`src/rtl/axi_row_receiver.sv`:
```
// Frames the ECD-Master row stream into BEATS_PER_ROW-beat rows, forwards beats through a
// two-entry skid slice and keeps row statistics. Optional row-number check: ROW_SEQ_CHECK_EN.
module axi_row_receiver #(
  parameter int unsigned BEATS_PER_ROW = 64,
  parameter int unsigned DW            = 256
) (
  input  logic          clk,
  input  logic          resetn,
  input  logic          clear,
  input  logic [DW-1:0] AXIS_RX_TDATA,
  input  logic          AXIS_RX_TVALID,
  input  logic          AXIS_RX_TLAST,
  output logic          AXIS_RX_TREADY,
  output logic [DW-1:0] AXIS_TX_TDATA,
  output logic          AXIS_TX_TVALID,
  output logic          AXIS_TX_TLAST,
  input  logic          AXIS_TX_TREADY,
  output logic          row_complete,
  output logic          busy,
  output logic [31:0]   rows_received,
  output logic [15:0]   short_errs,
  output logic [15:0]   long_errs
`ifdef ROW_SEQ_CHECK_EN
  ,
  output logic [15:0]   seq_errs
`endif
);

  localparam int unsigned    CW       = $clog2(BEATS_PER_ROW + 1);
  localparam logic [CW-1:0]  LAST_CNT = CW'(BEATS_PER_ROW - 1);

  typedef enum logic {RECV, DRAIN} state_t;

  state_t        state;
  logic [CW-1:0] cnt;

  logic          accept;
  logic          row_full;
  logic          push;
  logic          push_last;
  logic          row_end;
  logic          out_free;

  logic [DW-1:0] sk_data;
  logic          sk_valid;
  logic          sk_last;

  assign accept    = AXIS_RX_TVALID & AXIS_RX_TREADY;
  assign row_full  = (cnt == LAST_CNT);
  assign push      = accept & (state == RECV);
  assign push_last = AXIS_RX_TLAST | row_full;
  assign row_end   = push & push_last;
  assign out_free  = ~AXIS_TX_TVALID | AXIS_TX_TREADY;
  assign busy      = (cnt != '0) | (state == DRAIN);

  // Framing FSM: beat counter, RECV/DRAIN state and the row_complete pulse.
  always_ff @(posedge clk) begin
    if (!resetn) begin
      state        <= RECV;
      cnt          <= '0;
      row_complete <= 1'b0;
    end else begin
      row_complete <= row_end;
      if (accept) begin
        unique case (state)
          RECV: begin
            if (push_last) begin
              cnt <= '0;
              if (!AXIS_RX_TLAST) state <= DRAIN;
            end else begin
              cnt <= cnt + CW'(1);
            end
          end
          DRAIN: if (AXIS_RX_TLAST) state <= RECV;
        endcase
      end
    end
  end

  // Skid slice. RX ready is registered as the inverse of the next skid occupancy,
  // so a push can only arrive while the skid register is empty.
  always_ff @(posedge clk) begin
    if (!resetn) begin
      AXIS_TX_TVALID <= 1'b0;
      AXIS_TX_TLAST  <= 1'b0;
      sk_valid       <= 1'b0;
      sk_last        <= 1'b0;
      AXIS_RX_TREADY <= 1'b0;
    end else if (sk_valid) begin
      if (out_free) begin
        AXIS_TX_TDATA  <= sk_data;
        AXIS_TX_TLAST  <= sk_last;
        AXIS_TX_TVALID <= 1'b1;
        sk_valid       <= 1'b0;
        AXIS_RX_TREADY <= 1'b1;
      end
    end else if (out_free) begin
      AXIS_TX_TVALID <= push;
      AXIS_TX_TLAST  <= push & push_last;
      if (push) AXIS_TX_TDATA <= AXIS_RX_TDATA;
      AXIS_RX_TREADY <= 1'b1;
    end else if (push) begin
      sk_data        <= AXIS_RX_TDATA;
      sk_last        <= push_last;
      sk_valid       <= 1'b1;
      AXIS_RX_TREADY <= 1'b0;
    end else begin
      AXIS_RX_TREADY <= 1'b1;
    end
  end

  always_ff @(posedge clk) begin
    if (!resetn || clear) begin
      rows_received <= '0;
      short_errs    <= '0;
      long_errs     <= '0;
    end else if (row_end) begin
      rows_received <= rows_received + 32'd1;
      if (AXIS_RX_TLAST && !row_full && short_errs != '1) short_errs <= short_errs + 16'd1;
      if (!AXIS_RX_TLAST && long_errs != '1)               long_errs  <= long_errs + 16'd1;
    end
  end

`ifdef ROW_SEQ_CHECK_EN
  localparam logic [31:0] SEQ_INIT = 32'h0000_C008;

  logic [31:0] exp_row;
  logic        first_beat;

  assign first_beat = push & (cnt == '0);

  // Expected row always follows the last header seen, so one gap costs one error.
  always_ff @(posedge clk) begin
    if (!resetn || clear) begin
      exp_row  <= SEQ_INIT;
      seq_errs <= '0;
    end else if (first_beat) begin
      if (AXIS_RX_TDATA[39:8] != exp_row && seq_errs != '1) seq_errs <= seq_errs + 16'd1;
      exp_row <= AXIS_RX_TDATA[39:8] + 32'd1;
    end
  end
`endif

endmodule

```
`config.mk`:
```
export PLATFORM = sky130hd
export DESIGN_NAME = axi_row_receiver
export DESIGN_NICKNAME = d
export VERILOG_FILES = /design/src/rtl/axi_row_receiver.sv
export SDC_FILE = /design/constraint.sdc
export NUM_CORES = 1
export LEC_CHECK = 0
export ABC_AREA = 1
export BUFFER_PORTS_ARGS = -buffer_cell sky130_fd_sc_hd__buf_2
export CORE_MARGIN = 2
export CORE_UTILIZATION = 35
export CTS_CLUSTER_SIZE = 16
export DETAILED_ROUTE_END_ITERATION = 10
export PLACE_DENSITY_LB_ADDON = 0.1
export RECOVER_POWER = 50
export REMOVE_ABC_BUFFERS = 1
export SLEW_MARGIN = 10
export SYNTH_ARGS = -nofsm -noshare
export SYNTH_HDL_FRONTEND = slang
export SYNTH_SLANG_ARGS = --single-unit
```
`constraint.sdc`:
```
create_clock -name clk -period 35.8 [get_ports clk]
set_clock_uncertainty 0.05 [all_clocks]
set_input_delay 5.37 -clock clk [delete_from_list [all_inputs] [get_ports clk]]
set_output_delay 5.37 -clock clk [all_outputs]
set_load 0.01 [all_outputs]
```
==> results of run 1 <==
-- worst paths after layout --
path             startpoint                  to  slack, ns  cells after the start
min            sk_data[130]  AXIS_TX_TDATA[130]       0.45                      2
min reg2reg    sk_data[130]  AXIS_TX_TDATA[130]       0.45                      2
max          AXIS_RX_TVALID        sk_data[212]      27.38                      6
max reg2reg  AXIS_RX_TREADY        sk_data[212]      31.83                      5
-- cells in the mapped netlist, types with 2 or more instances --
cell type | number | share of area [%]
a211oi_1 | 2 | 0.066
a21oi_1 | 43 | 0.95
buf_1 | 3 | 0.050
buf_2 | 25 | 0.55
buf_4 | 2 | 0.066
buf_6 | 4 | 0.20
clkbuf_1 | 39 | 0.64
dfxtp_1 | 78 | 6.9
edfxtp_1 | 512 | 68
ha_1 | 5 | 0.28
inv_1 | 47 | 0.78
inv_2 | 3 | 0.050
nand2_1 | 944 | 16
nand2_2 | 3 | 0.083
nand3_1 | 54 | 1.2
nand3_2 | 2 | 0.088
nand3b_1 | 4 | 0.13
nand4_1 | 14 | 0.39
nor2_1 | 134 | 2.2
nor2_2 | 8 | 0.22
nor2_4 | 3 | 0.15
nor3_1 | 11 | 0.24
nor3b_1 | 2 | 0.066
nor4_1 | 2 | 0.055
o21ai_0 | 15 | 0.33
or2_2 | 2 | 0.055
xnor2_1 | 5 | 0.19
xor2_1 | 8 | 0.31
-- per-stage QoR --
stage	power (mW)	hold slack, ns	area (sq um)
after CTS	1.53	0.447	28700
after global routing	1.56	0.472	28200
after detailed placement	0.844	0.432	26500
final	1.51	0.446	28200
after global placement	0.842	0.421	26500
after floorplan	0.814	0.421	22400
-- flip-flops by register name, indices dropped and copies added, names as in the netlist --
name	count
AXIS_RX_TREADY	1
AXIS_TX_TDATA	256
AXIS_TX_TLAST	1
AXIS_TX_TVALID	1
cnt	7
long_errs	16
row_complete	1
rows_received	32
short_errs	16
sk_data	256
sk_last	1
sk_valid	1
state	1
-- layer usage --
layer  vias to the layer above  share of wire, %
li1                       7823                 -
met5                         -              0.20
met2                       491                49
met1                      7676                41
met4                        22               1.7
met3                       100               8.3
-- cell families after synthesis --
| kind of cell | after synthesis |
|---|---|
| AND/OR/NAND/NOR | 1187 |
| AO/OA/AOI/OAI | 65 |
| XOR/XNOR | 13 |
| flip-flops | 590 |
| buffers and inverters | 124 |
| adder cells (fa/ha/maj) | 5 |
-- cell type report --
| type | instances | area (sq um) | area share (%) |
|---|---|---|---|
| Tap cell | 855 | 1070 | 3.79 |
| Multi-Input combinational cell | 1270 | 5230 | 18.5 |
| Timing Repair Buffer | 599 | 2570 | 9.13 |
| Sequential cell | 590 | 16900 | 60.0 |
| Antenna cell | 8 | 20.0 | 0.0710 |
| Clock buffer | 100 | 1980 | 7.01 |
| Clock inverter | 22 | 211 | 0.749 |
| Inverter | 50 | 195 | 0.692 |
-- worst reg2reg max path: cells and delay by family, from the launching register on --
kind / cells / cell delay [ns]
buffers and inverters: 3 / 2.41
flip-flops: 1 / 0.41
AND/OR/NAND/NOR: 2 / 0.70
-- power groups by stage --
stage                     clock [mW]  combinational (mW)  sequential, mW
after global routing           0.730              0.0675           0.765
after detailed placement           0              0.0653           0.778
after global placement             0              0.0640           0.778
after CTS                      0.703              0.0656           0.764
final                          0.685              0.0597           0.764
after floorplan                    0              0.0223           0.792
==> run metrics, run 1 <==
outcome complete, no violations; maximum VDD drop 0.0000281 V; post-synthesis compound-gate area fraction 1.56%; Comb pwr share 4.0%; TritonCTS clock tree yes; Sw Share 21.4%; main combinational cell family by area after synthesis simple AND/OR/NAND/NOR gates; HP Class flip-flop to flip-flop; crit path buf inv count 4; DIE WIDTH 259 um; measured slew at the worst slew-check pin 1.48 ns; delay-heaviest family, CP buffers and inverters; Crit Path Category input pin to flip-flop; routing usage on met3 6.55%; Initial Util 35.3%; CP Max Fanout 77; post_cts resized 0; multiplexer area fraction after synthesis 0%; core area 64300 sq um; critical path's slowest cell buf_4; Area Growth Syn to Fin 24.3%; post-synthesis sequential area ratio 74.6%; final-layout fill cell count 6306; busiest layer in global routing met2; # IOs 587; final slew viol count 0; final hold vios 0; pwr/cell area 53.5 nW/um^2; Die H 259 um; Wirelength per Cell 18.9 um; Pint 1.19 mW; drt initial violations 1089; Syn Area/Cell 11.4 sq um; vias in the first global route 15400; Simple-Gate Fraction of Synth Area 20.7%; Post-Synth Adder-Cell Area 0.275%; DP Cell Count 3364; worst path cell trace clkbuf_1 -> nand3_1 -> nor4_2 -> buf_4 -> buf_4 -> buf_4; RSZ-0062 raised after global routing false; M2 GR Usage 32.3%; num rows 93; Critical Path End Type flip-flop; Final ANT Viol Nets 0; hpwl dp 45300 um; vias 16100; number of enable flip-flop cells after synthesis 512; synthesized flop and latch total 590; fin util 43.8%; Die Area 66900 sq um; Remaining DRCs 0; fmax 0.119 GHz; first-pass detailed-route iteration total 5; Final #Nets 2846; required time of the critical path 35.96 ns; Final TNS setup 0 ns; Worst-path clk slew 0.06 ns; Worst Setup Start Kind input pin; share of cells above drive strength 1 13.0%; sequential power share 50.6%; Port Buffers 586; post-CTS setup buffer count 0; min Tclk post-route 8.42 ns; gp weighted congestion 0.812; Synth cell types 38; Final Cycle Share 23.5%; total track usage 19.2%; drt total wl 66000 um; non-filler instance count after layout 3494; max-cap violations 0; Skew-Pair Late Insertion Delay 0.58 ns; Max-slew headroom 1.31%; ys flop type edfxtp_1; CTS max path bufs 3; total gr overflow 0; Post-synth ARST share 0%; initial antenna violation count 19; mapped cell area 22700 sq um; TritonCTS Buffers 68; final worst slack 27.38 ns; Worst EP arrival 8.58 ns; H-tree depth 3; Syn Inst Count 1984; Ys Warns 0; commonest non-fill, non-tap cell in the layout nand2_1; Crit path largest cell delay 0.90 ns; vias per cell 4.61; first-pass GRT wire length 97700 um; DP Worst Slack 26.61 ns; GR Util met1 23.6%; commonest non-fill, non-tap cells in the layout nand2_1, edfxtp_1, clkbuf_1, buf_2, nor2_1; switching power 0.323 mW; Static Leak 10.7 nW; XOR/XNOR Fraction of Synth Area 0.501%; largest net degree at the start of global routing 171; Clk pwr share 45.4%; setup violators final 0; CP most frequent cell buf_4; clock sinks 590; root buf cell clkbuf_16; Hold-fix buffers, CTS 0
No activity file was read; power rests on OpenSTA's default activity.
==> run 2: changes to the inputs <==
Clock period 35.8 ns to 7.3 ns, I/O delays scaled along.
==> run metrics, run 2 (synthesized netlist as in run 1, its figures left out) <==
outcome complete, but fails checks; violated checks max-capacitance violations, max-slew violations; initial antenna violation count 30 (+11); DR top layer met5; Pint 5.72 mW (+380%); crit path buf inv count 2 (-2); post-CTS setup buffer count 0 (unchanged); Hold-fix buffers, CTS 0 (unchanged); sequential power share 51.5% (+0.9 points); CTS max path bufs 3 (unchanged); Max-slew headroom -22.1% (-23 points); final worst slack 3.52 ns (-23.86 ns); first-pass GRT wire length 96300 um (-1.4%); Hold Worst Slack 0.439 ns (-0.00685 ns); HP Class flip-flop to flip-flop; # IOs 587 (unchanged); vias per cell 4.60 (-0.22%); top flop regs AXIS_TX_TDATA: 256 flops, sk_data: 256 flops, rows_received: 32 flops; Crit path largest cell delay 1.33 ns (+0.43 ns); first-pass detailed-route iteration total 5 (unchanged); worst path cell trace clkbuf_1 -> nand3_1 -> a21oi_4 -> clkbuf_1 -> nand2_1 -> o21ai_0 -> nor2_1; CP most frequent cell clkbuf_1; Final Cycle Share 51.8%; fin util 43.5% (-0.31 points); num rows 93 (unchanged); WL met2 32200 um (-0.90%); switching power 1.56 mW (+380%); Final ANT Viol Nets 0 (unchanged); Worst Hold Depth 2 (unchanged); drt initial violations 1333 (+22%); DIE WIDTH 259 um (unchanged); fmax 0.265 GHz; final hold vios 0 (unchanged); final-layout fill cell count 6298 (-0.13%); RSZ-0062 raised after global routing false; critical path depth in cells 7 (+1); commonest non-fill, non-tap cells in the layout nand2_1, edfxtp_1, clkbuf_1, nor2_1, buf_2; worst-case reg-to-reg path depth 9 (+4); Worst Setup Start Kind input pin; Final #Nets 2846 (unchanged); clock sinks 590 (unchanged); Port Buffers 586 (unchanged); hpwl dp 44700 um (-1.2%); Comb pwr share 4.0% (about the same); Clk pwr share 44.5% (-0.9 points); core area 64300 sq um (unchanged); Remaining DRCs 0 (unchanged); Worst EP arrival 4.18 ns (-4.40 ns); Skew-Pair Late Insertion Delay 0.58 ns (about the same); Worst-path clk slew 0.06 ns (about the same); largest net degree at the start of global routing 170 (-0.58%); Die Area 66900 sq um (unchanged); vias in the first global route 15400 (+0.18%); met3 WL post-DR 6110 um (+11%); Wirelength per Cell 18.8 um (-0.58%); min Tclk post-route 3.78 ns; CP Max Fanout 38 (-51%); metal1 wirelength 25400 um (-5.3%); commonest non-fill, non-tap cell in the layout nand2_1; TritonCTS clock tree yes; Crit Path Category input pin to flip-flop; share of cells above drive strength 1 8.93% (-4.1 points); Static Leak 10.3 nW (-3.7%); total track usage 19.0% (-0.17 points); critical path's slowest cell clkbuf_1; H-tree depth 3 (unchanged); Critical Path End Type flip-flop; root buf cell clkbuf_16; delay-heaviest family, CP buffers and inverters; TritonCTS Buffers 68 (unchanged); Sw Share 21.4% (+0.039 points); required time of the critical path 7.71 ns (-28.25 ns); vias 16100 (-0.019%); total chip power 7.28 mW (+380%); DP Worst Slack 3.64 ns (-22.97 ns); maximum VDD drop 0.000124 V (+340%); setup violators final 0 (unchanged); Area Growth Syn to Fin 23.4%; measured slew at the worst slew-check pin 1.83 ns (+0.355 ns); final slew viol count 39 (+39); Final TNS setup 0 ns (unchanged); post_cts resized 0 (unchanged); Initial Util 35.3% (unchanged); total gr overflow 0 (unchanged); Die H 259 um (unchanged); drt total wl 65800 um (-0.38%); pwr/cell area 260 nW/um^2 (+390%); max-cap violations 1 (+1); gp weighted congestion 0.833 (+2.6%)
run 2: cell type report:
class	instances	area [sq um]	share of cell area, %
Sequential cell	590	16900	60.4
Tap cell	855	1070	3.82
Timing Repair Buffer	599	2470	8.81
Inverter	50	195	0.697
Clock buffer	97	1950	6.94
Antenna cell	15	37.5	0.134
Multi-Input combinational cell	1270	5200	18.5
Clock inverter	25	171	0.612
run 2: path summary, 6_finish.rpt:
path / from / slack [ns] / to
max: AXIS_RX_TVALID / 3.52 / short_errs[2]
min: sk_data[23] / 0.44 / AXIS_TX_TDATA[23]
max reg2reg: cnt[0] / 3.63 / short_errs[2]
min reg2reg: sk_data[23] / 0.44 / AXIS_TX_TDATA[23]
run 2: power groups by stage:
stage               Combinational (mW)  Sequential (mW)  Clock (mW)
floorplan                        0.109             3.88           0
global placement                 0.313             3.82           0
finish                           0.290             3.75        3.24
CTS                              0.321             3.75        3.34
global route                     0.327             3.75        3.47
detailed placement               0.320             3.82           0
run 2: per-stage QoR:
stage | std cells | instance area (sq um)
2_1_floorplan | 1910 | 22400
3_3_place_gp | 3364 | 26500
3_5_place_dp | 3364 | 26500
4_1_cts | 3486 | 28600
5_1_grt | 3495 | 28000
6_report | 3501 | 28000
run 2: per-layer routing:
| layer | global-route usage, % | vias up |
|---|---|---|
| met1 | 22.2 | 7543 |
| met5 | 0 | - |
| met4 | 6.78 | 34 |
| met3 | 6.94 | 135 |
| met2 | 32.1 | 553 |
| li1 | - | 7844 |
run 2: tightest hold or removal path: cells and delay by family, from the launching register on:
family | cells | cell delay, ns
flip-flops | 1 | 0.32
AND/OR/NAND/NOR | 2 | 0.10
==> run 3: changes to the inputs <==
Clock period 7.3 ns to 3.28 ns, I/O delays scaled along.
==> run metrics, run 3 (synthesized netlist as in run 1, its figures left out) <==
Max-slew headroom -20.6% (+1.6 points); max-cap violations 2 (+1); outcome complete, but fails checks; share of cells above drive strength 1 10.2% (+1.3 points); commonest non-fill, non-tap cell in the layout nand2_1; total gr overflow 0 (unchanged); Hold-fix buffers, CTS 4 (+4); Die H 259 um (unchanged); Worst Hold Depth 1 (-1); TritonCTS clock tree yes; crit path buf inv count 2 (unchanged); Final TNS setup 0 ns (unchanged); min Tclk post-route 2.58 ns; TritonCTS Buffers 67 (-1.5%); drt initial violations 1105 (-17%); Wirelength per Cell 18.8 um (+0.24%); worst-case reg-to-reg path depth 4 (-5); CTS max path bufs 3 (unchanged); drt total wl 66200 um (+0.64%); Remaining DRCs 0 (unchanged); Worst Setup Start Kind flip-flop; HP Class input pin to flip-flop; total track usage 19.1% (+0.12 points); RSZ-0062 raised after global routing false; fmax 0.387 GHz; DP Cell Count 3379 (+0.45%); post_cts resized 0 (unchanged); clock sinks 590 (unchanged); largest net degree at the start of global routing 142 (-16%); critical path's slowest cell inv_2; violated checks max-capacitance violations, max-slew violations; Crit path largest cell delay 1.26 ns (-0.07 ns); root buf cell clkbuf_16; Die Area 66900 sq um (unchanged); Hold Worst Slack 0.0463 ns (-0.393 ns); required time of the critical path 3.68 ns (-4.03 ns); core area 64300 sq um (unchanged); post-route cell area 28400 sq um (+1.2%); post-CTS setup buffer count 0 (unchanged); H-tree depth 3 (unchanged); total chip power 16.5 mW (+130%); final slew viol count 225 (+480%); vias per cell 4.58 (-0.52%); top flop regs AXIS_TX_TDATA: 256 flops, sk_data: 256 flops, rows_received: 32 flops; CP most frequent cell nand2_1; Final #Nets 2864 (+0.63%); final worst slack 0.696 ns (-2.82 ns); DP Worst Slack 0.825 ns (-2.81 ns); measured slew at the worst slew-check pin 1.81 ns (-0.0234 ns); DIE WIDTH 259 um (unchanged); Area Growth Syn to Fin 24.9%; first-pass GRT wire length 96500 um (+0.25%); gp weighted congestion 0.854 (+2.6%); vias in the first global route 15400 (-0.065%); Final ANT Viol Nets 0 (unchanged); pwr/cell area 582 nW/um^2 (+120%); commonest non-fill, non-tap cells in the layout nand2_1, edfxtp_1, clkbuf_1, nor2_1, buf_2; non-filler instance count after layout 3515 (+0.40%); Final Cycle Share 78.8%; Initial Util 35.3% (unchanged); maximum VDD drop 0.000333 V (+170%); Critical Path End Type flip-flop; # IOs 587 (unchanged); Port Buffers 586 (unchanged); Crit Path Category flip-flop to flip-flop; vias 16100 (-0.12%); worst path cell trace inv_2 -> buf_12 -> nand2_1 -> nand2_1; fin util 44.1% (+0.53 points); Worst-path clk slew 0.06 ns (about the same); Static Leak 10.6 nW (+2.5%); initial antenna violation count 28 (-6.7%); delay-heaviest family, CP buffers and inverters; Worst EP arrival 2.99 ns (-1.19 ns); first-pass detailed-route iteration total 5 (unchanged); final-layout fill cell count 6227 (-1.1%); Cell Area, Placed 26700 sq um (+0.76%); final hold vios 0 (unchanged); setup violators final 0 (unchanged); CP Max Fanout 84 (+120%); num rows 93 (unchanged); Skew-Pair Late Insertion Delay 0.58 ns (about the same); hpwl dp 46600 um (+4.2%); critical path depth in cells 4 (-3)
-- run 3: final timing paths --
kind                      start            endpoint  slack [ns]
max                    sk_valid  AXIS_TX_TDATA[125]        0.70
min          AXIS_RX_TDATA[114]        sk_data[114]        0.05
max reg2reg            sk_valid  AXIS_TX_TDATA[125]        0.70
min reg2reg         sk_data[15]   AXIS_TX_TDATA[15]        0.45
-- run 3: layout make-up --
cell class / instances / area (sq um) / share of cell area (%)
tap: 855 / 1070 / 3.77
antenna: 11 / 27.5 / 0.0971
clock buffer: 83 / 1800 / 6.34
sequential: 590 / 16900 / 59.7
clock inverter: 38 / 390 / 1.38
inverter: 50 / 188 / 0.662
multi-input combinational: 1270 / 5240 / 18.5
timing repair buffer: 618 / 2710 / 9.56
-- run 3: where the power goes --
group,switching (mW),internal (mW)
clock network,3.02,4.47
registers,0.0396,8.30
logic,0.455,0.218
-- run 3: worst reg2reg max path: cells and delay by family (launching register included) --
kind          cells  cell delay [ns]
buf+inv           2             1.78
flops             1             0.40
simple gates      2             0.22
-- run 3: routing by layer --
layer | share of wire (%) | vias up | global-route usage, %
met5 | 0.33 | - | 0
met4 | 2.2 | 30 | 6.49
met3 | 8.8 | 115 | 6.88
met1 | 40 | 7576 | 22.9
li1 | - | 7868 | -
met2 | 49 | 500 | 32.0
